## src/rtl/spi_ram_pkg.sv

```systemverilog
// Shared types for the SPI-to-RAM slave: FSM state encoding, frame command codes
// and the rule for which command each payload state accepts.
package spi_ram_pkg;

  typedef enum logic [2:0] {
    IDLE      = 3'd0,
    CHK_CMD   = 3'd1,
    WRITE     = 3'd2,
    READ_ADD  = 3'd3,
    READ_DATA = 3'd4
  } state_t;

  localparam logic [1:0] CMD_WR_ADDR = 2'b00;
  localparam logic [1:0] CMD_WR_DATA = 2'b01;
  localparam logic [1:0] CMD_RD_ADDR = 2'b10;
  localparam logic [1:0] CMD_RD_DATA = 2'b11;

  // WRITE takes either write command; each read state takes only its own command.
  function automatic logic cmd_legal(input state_t st, input logic [1:0] cmd);
    case (st)
      WRITE:     return (cmd == CMD_WR_ADDR) || (cmd == CMD_WR_DATA);
      READ_ADD:  return (cmd == CMD_RD_ADDR);
      READ_DATA: return (cmd == CMD_RD_DATA);
      default:   return 1'b0;
    endcase
  endfunction

endpackage

```

## src/rtl/spi_ram_sp.sv

```systemverilog
// Single-port RAM with synchronous write and registered read; contents are never reset.
module spi_ram_sp #(
  parameter int DATA_W    = 8,
  parameter int ADDR_W    = 8,
  parameter int MEM_DEPTH = 256
) (
  input  logic              clk,
  input  logic              we,
  input  logic [ADDR_W-1:0] addr,
  input  logic [DATA_W-1:0] wdata,
  output logic [DATA_W-1:0] rdata
);

  logic [DATA_W-1:0] mem [MEM_DEPTH];

  always_ff @(posedge clk) begin
    // Addresses beyond the populated depth are ignored on write.
    if (we && (int'(addr) < MEM_DEPTH)) begin
      mem[addr] <= wdata;
    end
    rdata <= mem[addr];
  end

endmodule

```

## src/rtl/spi_slave_ram_gen.sv

```systemverilog
// SPI slave fronting a single-port RAM: frames carry a 2-bit command plus a DATA_W payload
// to set write/read addresses, write a word, or read a word back serially on MISO.
module spi_slave_ram_gen
  import spi_ram_pkg::*;
#(
  parameter int DATA_W    = 8,
  parameter int ADDR_W    = 8,
  parameter int MEM_DEPTH = 256,
  parameter int AUTO_INC  = 1
) (
  input  logic clk,
  input  logic rst,
  input  logic SS_n,
  input  logic MOSI,
  output logic MISO,
  output logic frame_err
);

  localparam int FRAME_W = DATA_W + 2;
  localparam int CNT_W   = $clog2(FRAME_W + 1);
  localparam int OCNT_W  = $clog2(DATA_W + 1);

  state_t              state_reg;
  logic [FRAME_W-1:0]  shift_reg;
  logic [CNT_W-1:0]    bit_cnt_reg;
  logic                done_reg;
  logic [ADDR_W-1:0]   wr_addr_reg;
  logic [ADDR_W-1:0]   rd_addr_reg;
  logic                rd_addr_valid_reg;
  logic                rd_pend_reg;
  logic [DATA_W-1:0]   out_sr_reg;
  logic [OCNT_W-1:0]   out_cnt_reg;
  logic                miso_reg;
  logic                frame_err_reg;

  logic [1:0]          cmd;
  logic [DATA_W-1:0]   payload;
  logic                in_payload;
  logic                decode;
  logic                legal;
  logic                ram_we;
  logic [ADDR_W-1:0]   ram_addr;
  logic [DATA_W-1:0]   ram_rdata;

  function automatic logic [ADDR_W-1:0] next_addr(input logic [ADDR_W-1:0] a);
    if (AUTO_INC == 0) return a;
    return (a == ADDR_W'(MEM_DEPTH - 1)) ? '0 : a + ADDR_W'(1);
  endfunction

  assign cmd        = shift_reg[FRAME_W-1 -: 2];
  assign payload    = shift_reg[DATA_W-1:0];
  assign in_payload = (state_reg == WRITE) || (state_reg == READ_ADD) || (state_reg == READ_DATA);
  // The command is acted on one edge after the last payload bit was shifted in.
  assign decode     = in_payload && (bit_cnt_reg == CNT_W'(FRAME_W)) && !done_reg;
  assign legal      = cmd_legal(state_reg, cmd);
  assign ram_we     = decode && legal && (cmd == CMD_WR_DATA);
  assign ram_addr   = (state_reg == READ_DATA) ? rd_addr_reg : wr_addr_reg;

  spi_ram_sp #(
    .DATA_W    (DATA_W),
    .ADDR_W    (ADDR_W),
    .MEM_DEPTH (MEM_DEPTH)
  ) u_ram (
    .clk   (clk),
    .we    (ram_we),
    .addr  (ram_addr),
    .wdata (payload),
    .rdata (ram_rdata)
  );

  always_ff @(posedge clk) begin
    if (rst) begin
      state_reg         <= IDLE;
      shift_reg         <= '0;
      bit_cnt_reg       <= '0;
      done_reg          <= 1'b0;
      wr_addr_reg       <= '0;
      rd_addr_reg       <= '0;
      rd_addr_valid_reg <= 1'b0;
      rd_pend_reg       <= 1'b0;
      out_sr_reg        <= '0;
      out_cnt_reg       <= '0;
      miso_reg          <= 1'b0;
      frame_err_reg     <= 1'b0;
    end else begin
      frame_err_reg <= 1'b0;
      rd_pend_reg   <= 1'b0;

      // Readout: RAM word arrives one cycle after the read decode, then shifts out MSB first.
      if (rd_pend_reg) begin
        miso_reg    <= ram_rdata[DATA_W-1];
        out_sr_reg  <= {ram_rdata[DATA_W-2:0], 1'b0};
        out_cnt_reg <= OCNT_W'(DATA_W - 1);
      end else if (out_cnt_reg != '0) begin
        miso_reg    <= out_sr_reg[DATA_W-1];
        out_sr_reg  <= {out_sr_reg[DATA_W-2:0], 1'b0};
        out_cnt_reg <= out_cnt_reg - OCNT_W'(1);
      end else begin
        miso_reg    <= 1'b0;
      end

      case (state_reg)
        IDLE: begin
          if (!SS_n) begin
            state_reg   <= CHK_CMD;
            shift_reg   <= '0;
            bit_cnt_reg <= '0;
            done_reg    <= 1'b0;
          end
        end

        CHK_CMD: begin
          if (SS_n) begin
            state_reg     <= IDLE;
            frame_err_reg <= 1'b1;
          end else if (!MOSI) begin
            state_reg <= WRITE;
          end else if (rd_addr_valid_reg) begin
            state_reg <= READ_DATA;
          end else begin
            state_reg <= READ_ADD;
          end
        end

        default: begin
          if (decode) begin
            done_reg <= 1'b1;
            if (legal) begin
              case (cmd)
                CMD_WR_ADDR: wr_addr_reg <= payload[ADDR_W-1:0];
                CMD_WR_DATA: wr_addr_reg <= next_addr(wr_addr_reg);
                CMD_RD_ADDR: begin
                  rd_addr_reg       <= payload[ADDR_W-1:0];
                  rd_addr_valid_reg <= 1'b1;
                end
                default: begin
                  rd_addr_reg       <= next_addr(rd_addr_reg);
                  rd_addr_valid_reg <= 1'b0;
                  rd_pend_reg       <= 1'b1;
                end
              endcase
            end else begin
              frame_err_reg <= 1'b1;
            end
            if (SS_n) begin
              state_reg   <= IDLE;
              rd_pend_reg <= 1'b0;
              out_cnt_reg <= '0;
              miso_reg    <= 1'b0;
            end
          end else if (done_reg) begin
            // Completed frame: only a rising SS_n ends it, cutting any readout short.
            if (SS_n) begin
              state_reg   <= IDLE;
              rd_pend_reg <= 1'b0;
              out_cnt_reg <= '0;
              miso_reg    <= 1'b0;
            end
          end else if (SS_n) begin
            state_reg     <= IDLE;
            frame_err_reg <= 1'b1;
          end else begin
            shift_reg   <= {shift_reg[FRAME_W-2:0], MOSI};
            bit_cnt_reg <= bit_cnt_reg + CNT_W'(1);
          end
        end
      endcase
    end
  end

  assign MISO      = miso_reg;
  assign frame_err = frame_err_reg;

endmodule

```

## config.mk

```make
export PLATFORM = sky130hd
export DESIGN_NAME = spi_slave_ram_gen
export DESIGN_NICKNAME = d
export VERILOG_FILES = /design/src/rtl/spi_ram_pkg.sv /design/src/rtl/spi_ram_sp.sv /design/src/rtl/spi_slave_ram_gen.sv
export SDC_FILE = /design/constraint.sdc
export NUM_CORES = 2
export LEC_CHECK = 0
export BUFFER_PORTS_ARGS = -buffer_cell sky130_fd_sc_hd__buf_2
export CAP_MARGIN = 40
export CORE_UTILIZATION = 40
export DETAILED_ROUTE_END_ITERATION = 16
export GPL_TIMING_DRIVEN = 1
export HOLD_SLACK_MARGIN = 0.08
export PLACE_DENSITY = 0.6
export SLEW_MARGIN = 20
export SYNTH_ARGS = -nofsm -noshare
export SYNTH_HDL_FRONTEND = slang
export SYNTH_SLANG_ARGS = --single-unit
export TNS_END_PERCENT = 50
```

## constraint.sdc

```tcl
create_clock -name clk -period 12 [get_ports clk]
set_input_delay 0.6 -clock clk [delete_from_list [all_inputs] [get_ports clk]]
set_output_delay 0.6 -clock clk [all_outputs]
set_load 0.1 [all_outputs]
```

## Word-level counts from Yosys, hierarchy flattened

Memories as Yosys holds them, arrays and structs flattened. A register that Yosys moved wholly into a read port is not among the register bits.
Cells that the tools add are included.

- Register bits: 49
- RAM bits: 2048
- Input port bits: 4
- Output and inout port bits: 2
- Word-level logic and storage cells: 108
- Memories: 1

Memory list:

| memory | depth | bits a word | rd ports | clocked after memory_dff | write ports | RTL line | RTL |
|---|---|---|---|---|---|---|---|
| u_ram.mem | 256 | 8 | 1 | 1 | 1 | spi_ram_sp.sv:14 | `logic [DATA_W-1:0] mem [MEM_DEPTH];` |

- Add/sub/neg operators: 4
- Equality and inequality tests: 14
- Muxes and demuxes: 48
- Bitwise gates (word level): 5
- Reductions and logical operators: 24

Operator list:

| kind | count |
|---|---|
| 10-bit 2-to-1 mux | 4 |
| 4-bit 2-to-1 mux | 10 |
| 8-bit 2-to-1 mux | 5 |
| 8-bit case mux with 2 select lines | 2 |
| 10-bit case mux with 2 select lines | 1 |
| 8-bit by 1-bit adder with 8-bit output, second input constant | 2 |
| 8-bit == test, second input constant | 2 |
| 1-bit 2-to-1 mux | 15 |
| 3-bit 2-to-1 mux | 5 |
| 4-bit case mux with 2 select lines | 1 |
| 4-bit AND reduction | 2 |
| 3-bit by 2-bit == test with 1-bit output, second input constant | 2 |
| 1-bit case mux with 2 select lines | 3 |
| 3-bit case mux with 2 select lines | 1 |
| 2-bit nonzero test | 3 |
| 6-bit OR reduction | 1 |
| 1-bit NOT | 5 |
| 5-bit AND reduction | 1 |
| 4-bit by 1-bit adder with 4-bit output, second input constant | 1 |
| 2-bit == test, second input constant | 2 |
| 4-bit == test, second input constant | 1 |
| 1-bit logical AND | 4 |
| 2-bit by 1-bit inequality test with 1-bit output, second input constant | 2 |
| 4-bit nonzero test | 1 |
| 16 further kinds | 19 |

## Logic depth before layout (Yosys ltp)

- Word-level depth: 9
- Gate-level depth with buffers: 14
- Depth with buffers taken out: 10

## Modules after synthesis

A second synthesis with hierarchy kept.

- Cell total of the unflattened synthesis: 3873
- Area, all modules: 81286.7 um^2

By module, submodules not included:

| module | instances | cells each | area each (um^2) | seq. area each (um^2) |
|---|---|---|---|---|
| spi_ram_sp | 1 | 3547 | 78492.8 | 61659.1 |
| spi_slave_ram_gen | 1 | 326 | 2793.9 | 980.9 |

## Least setup slack after synthesis

OpenSTA, ideal clock, no wires.

- Path type: reg-to-reg
- Start point: register shift_reg[6]
- End point: memory u_ram.mem[0][6] (data pin)
- Library setup time: 0.872 ns
- Arrival time: 3.474 ns
- Required time: 11.128 ns
- Setup slack: 7.654 ns
- Cell stages (with the launch flop): 1
- Buffers on the path: 0
- Clock period less this slack: 4.346 ns
- Path through: dfxtp_1

RTL lines:

| item | RTL line | RTL |
|---|---|---|
| start: declaration | spi_slave_ram_gen.sv:24 | `logic [FRAME_W-1:0] shift_reg;` |
| start signal: assignment | spi_slave_ram_gen.sv:163 | `shift_reg <= {shift_reg[FRAME_W-2:0], MOSI};` |
| end: declaration | spi_ram_sp.sv:14 |  |

No word-level cell before the write port.

## Worst setup path in the final report

- Start point: register state_reg[2]
- End point: register u_ram.rdata[1] (read register of u_ram.mem)

- Word-level cells in the longest chain between the ends: 2

Ends and longest elaborated chain:

| item | RTL line | RTL |
|---|---|---|
| start: declaration | spi_slave_ram_gen.sv:23 | `state_t state_reg;` |
| start signal: assignment | spi_slave_ram_gen.sv:73 | `state_reg <= IDLE;` |
| start signal: assignment | spi_slave_ram_gen.sv:105 | `state_reg <= CHK_CMD;` |
| start signal: assignment | spi_slave_ram_gen.sv:114 | `state_reg <= IDLE;` |
| 3-bit == test | spi_slave_ram_gen.sv:57 | `assign ram_addr = (state_reg == READ_DATA) ? rd_addr_reg : wr_addr_reg;` |
| 8-bit 2-to-1 mux | spi_slave_ram_gen.sv:57 |  |
| end: declaration | spi_ram_sp.sv:11 | `output logic [DATA_W-1:0] rdata` |

No other way between the ends.
A chain may end at the register's enable or synchronous reset.

==> impl_summary.txt <==
----------------------------------------------------
[Clock tree]
  Hold-fix buffers, CTS ... 2
  Gates resized, CTS repair ... 0
  Clock sink count ... 2,105
  Clock tree from TritonCTS ... yes
  Root buffer cell ... sky130_fd_sc_hd__clkbuf_16
  Worst-skew pair later-pin latency ... 0.84 ns
  H-tree Lvls ... 4
  Cts bufs inserted ... 207
  CTS clk-pin slew, worst paths ... 0.06 ns
  Bufs on Longest Clock Path ... 3
  Post-CTS setup buffer count ... 0

[Power and ir drop]
  Switching power share of the total ... 20.00%
  Proportion of power drawn by the clock network ... 43.6%
  Pleak ... 30.15 nW
  Maximum ir drop on the vdd rail ... 131.8 µV
  Proportion of power drawn by flip-flops and latches ... 55.8%
  Proportion of power drawn by combinational gates ... 0.5%
  Sw Pwr ... 2.850 mW
  Internal power ... 11.40 mW
  Total power ... 14.25 mW
  Total power density per cell area ... 152.8 nW/µm²

[Synthesis]
  Synth Net Count ... 5,988
  Top cells by area in the synthesized netlist ... sky130_fd_sc_hd__edfxtp_1, sky130_fd_sc_hd__nand2_1, sky130_fd_sc_hd__a21oi_1
  Post-synthesis cell count ... 5,979
  Number of unique standard cell types used by synthesis ... 61
  Post-synth top area share ... 74.19%
  Mapped cell area ... 82,890 µm²
  Yosys Warn Count ... 0
  Post-synth EDFFs ... 2,048
  Synth Flop Type ... sky130_fd_sc_hd__edfxtp_1
  Sequential area share after synthesis ... 75.57%
  Most instantiated cells after synthesis ... sky130_fd_sc_hd__edfxtp_1, sky130_fd_sc_hd__nand2_1, sky130_fd_sc_hd__a21oi_1
  Share of synthesized registers carrying an async set or reset ... 0%
  Flip-flop and latch count after synthesis ... 2,105
  Cell taking the most area after synthesis ... sky130_fd_sc_hd__edfxtp_1
  Average size of a mapped cell ... 13.86 µm²
  Cell with the most instances after synthesis ... sky130_fd_sc_hd__edfxtp_1

[Job]
  Max cap viols ... 0

[Placed design]
  IO buf count ... 5
  Placed Instance Area ... 86,180 µm²
  Placed wire-length estimate ... 134,800 µm
  Weighted congestion at the end of routability-driven global placement ... 0.8365

[Floorplan]
  Starting utilization of the core area ... 40.39%
  Core Region ... 205,200 µm²
  Vertical die dimension ... 457.2 µm
  I/O pin cnt ... 6
  Die Footprint ... 209,100 µm²
  Num rows ... 166
  Horizontal die dimension ... 457.2 µm

[Final layout]
  Max FFs per register ... 2,048
  Post-layout net count ... 6,005
  Share of post-route cells with drive strength above 1 ... 9.447%
  Area growth from synthesis to final layout ... 12.55%
  Filler cells ... 17,980
  Final Cell Area ... 93,290 µm²

[STA]
  Final hold violation count ... 0
  Shortest clock period the worst path allows after layout ... 5.234 ns
  Highest clock rate ... 0.1911 GHz
  Final clock period utilization by the worst path ... 43.61%
  Transition time at the pin with the least slew margin ... 1.093 ns
  Setup repair after global routing missed its margin ... false
  Clock skew after layout ... 0.04886 ns
  Setup TNS ... 0 ns
  Number of max-slew violations in the final report ... 0
  Worst relative slew slack ... 27.11%
  Total setup violations reported at the end of the flow ... 0

[Worst setup path]
  Critical path startpoint category ... flop
  Critical path data required time ... 12.67 ns
  Capturing element type of the critical path ... flop
  CP arrival ... 5.90 ns
  Startpoint-to-endpoint class of the critical path ... reg -> reg
  Peak fanout along the critical path ... 135

[Global route]
  Wire length of the first global-routing pass ... 334,100 µm
  Via count of the first global-routing pass ... 48,530
  Met1 track demand over resource ... 30.21%
  Global routing usage on met3 ... 3.703%
  Total Routing Usage GR ... 21.37%
  Antenna violations before repair ... 3
  Remaining global-route overflow ... 0
  Most Used Layer, Global Route ... met2
  Met2 Track Usage GR ... 33.48%
  Maximum number of pins on one net before global-route repair ... 194

[Routing]
  Post-route ant nets ... 0
  Residual DRC ... 0
  Final wirelength ... 228,800 µm
  Post-detailed-route wirelength per cell ... 25.82 µm
  Detailed-routing iteration count for the pre-antenna-repair pass ... 6
  Total number of vias ... 51,480
  Routed vias/inst ... 5.810
  Number of DRC violations after detailed-routing iteration 0 ... 6,529

[Outcome]
  Status ... finished clean

[Worst hold path]
  Kind of path behind the tightest hold check ... in -> reg

----------------------------------------------------
[critical path, stage by stage (launching register included)]
cell and delay [ns]:
sky130_fd_sc_hd__dfxtp_1 0.49, sky130_fd_sc_hd__or3b_1 0.45, sky130_fd_sc_hd__buf_8 0.19, sky130_fd_sc_hd__a21oi_4 0.23
sky130_fd_sc_hd__buf_12 0.50, sky130_fd_sc_hd__buf_4 0.77, sky130_fd_sc_hd__mux2i_1 0.36, sky130_fd_sc_hd__a221oi_1 0.15
sky130_fd_sc_hd__nor4_1 0.41, sky130_fd_sc_hd__a31oi_1 0.30, sky130_fd_sc_hd__nor4_2 0.82, sky130_fd_sc_hd__nand3_1 0.15
[layout make-up]
type	instances	area (µm²)	share of cell area [%]
tap	2688	3363	3.605
sequential	2105	62670	67.18
multi-input combinational	3437	18430	19.75
inverter	11	41.29	0.04426
clock buffer	260	5459	5.852
clock inverter	124	997.2	1.069
antenna	2	5.005	0.005365
timing repair buffer	234	2327	2.495
[layout by cell type (no fill, tap or decap), drive strengths merged, types with 13 or more instances in the layout]
cell type,n
nor4,35
clkinv,100
o2111ai,24
clkbuf,261
a32oi,83
nand2,1299
a41oi,13
a21oi,567
inv,19
a221oi,199
a22oi,69
nand4,80
dfxtp,57
nor2,332
buf,231
edfxtp,2048
o21ai,30
mux2i,174
a31oi,95
nand3,295
mux4,14
nor3,25
[metrics by stage]
step	utilization, %	setup slack (ns)	cells	hold WS, ns
after detailed placement	42.00	6.611	8408	0.4702
after floorplan	-	7.654	5979	0.4314
after global placement	41.58	5.985	8338	0.4630
final	45.46	6.766	8861	0.1606
after CTS	45.15	6.572	8794	0.09655
after global routing	45.46	6.594	8859	0.1464
[worst paths after layout]
kind                                startpoint              to  slack [ns]  cells past startpoint
worst min-delay path                       rst  bit_cnt_reg[0]        0.16                      2
worst max register to register    state_reg[2]  u_ram.rdata[1]        6.77                     11
worst min register to register  u_ram.rdata[6]   out_sr_reg[7]        0.50                      2
worst max-delay path              state_reg[2]  u_ram.rdata[1]        6.77                     11
[metal layers]
| layer | share of wire, % | up-vias |
|---|---|---|
| li1 | - | 22690 |
| met5 | 0 | - |
| met2 | 46 | 2350 |
| met1 | 42 | 26070 |
| met3 | 8.3 | 375 |
| met4 | 3.2 | 0 |
[power by group through the flow]
stage,logic [mW],clock network (mW),registers [mW]
finish,0.0780,6.22,7.96
global route,0.0838,6.57,7.95
CTS,0.0783,6.29,7.96
detailed placement,0.0775,0,8.11
global placement,0.0711,0,8.11
floorplan,0.0478,0,8.12
[cell families after synthesis]
family,Yosys count,synth area share [%]
AOI/OAI and AO/OA,1121,8.735
xor gates and xnor gates,3,0.03170
adders and majority gates,5,0.07547
buffers and inverters,437,2.374
DFF,2105,75.57
muxes,197,2.613
and+or+nand+nor,2111,10.60
Note: power is estimated with default switching activity, not from simulation.
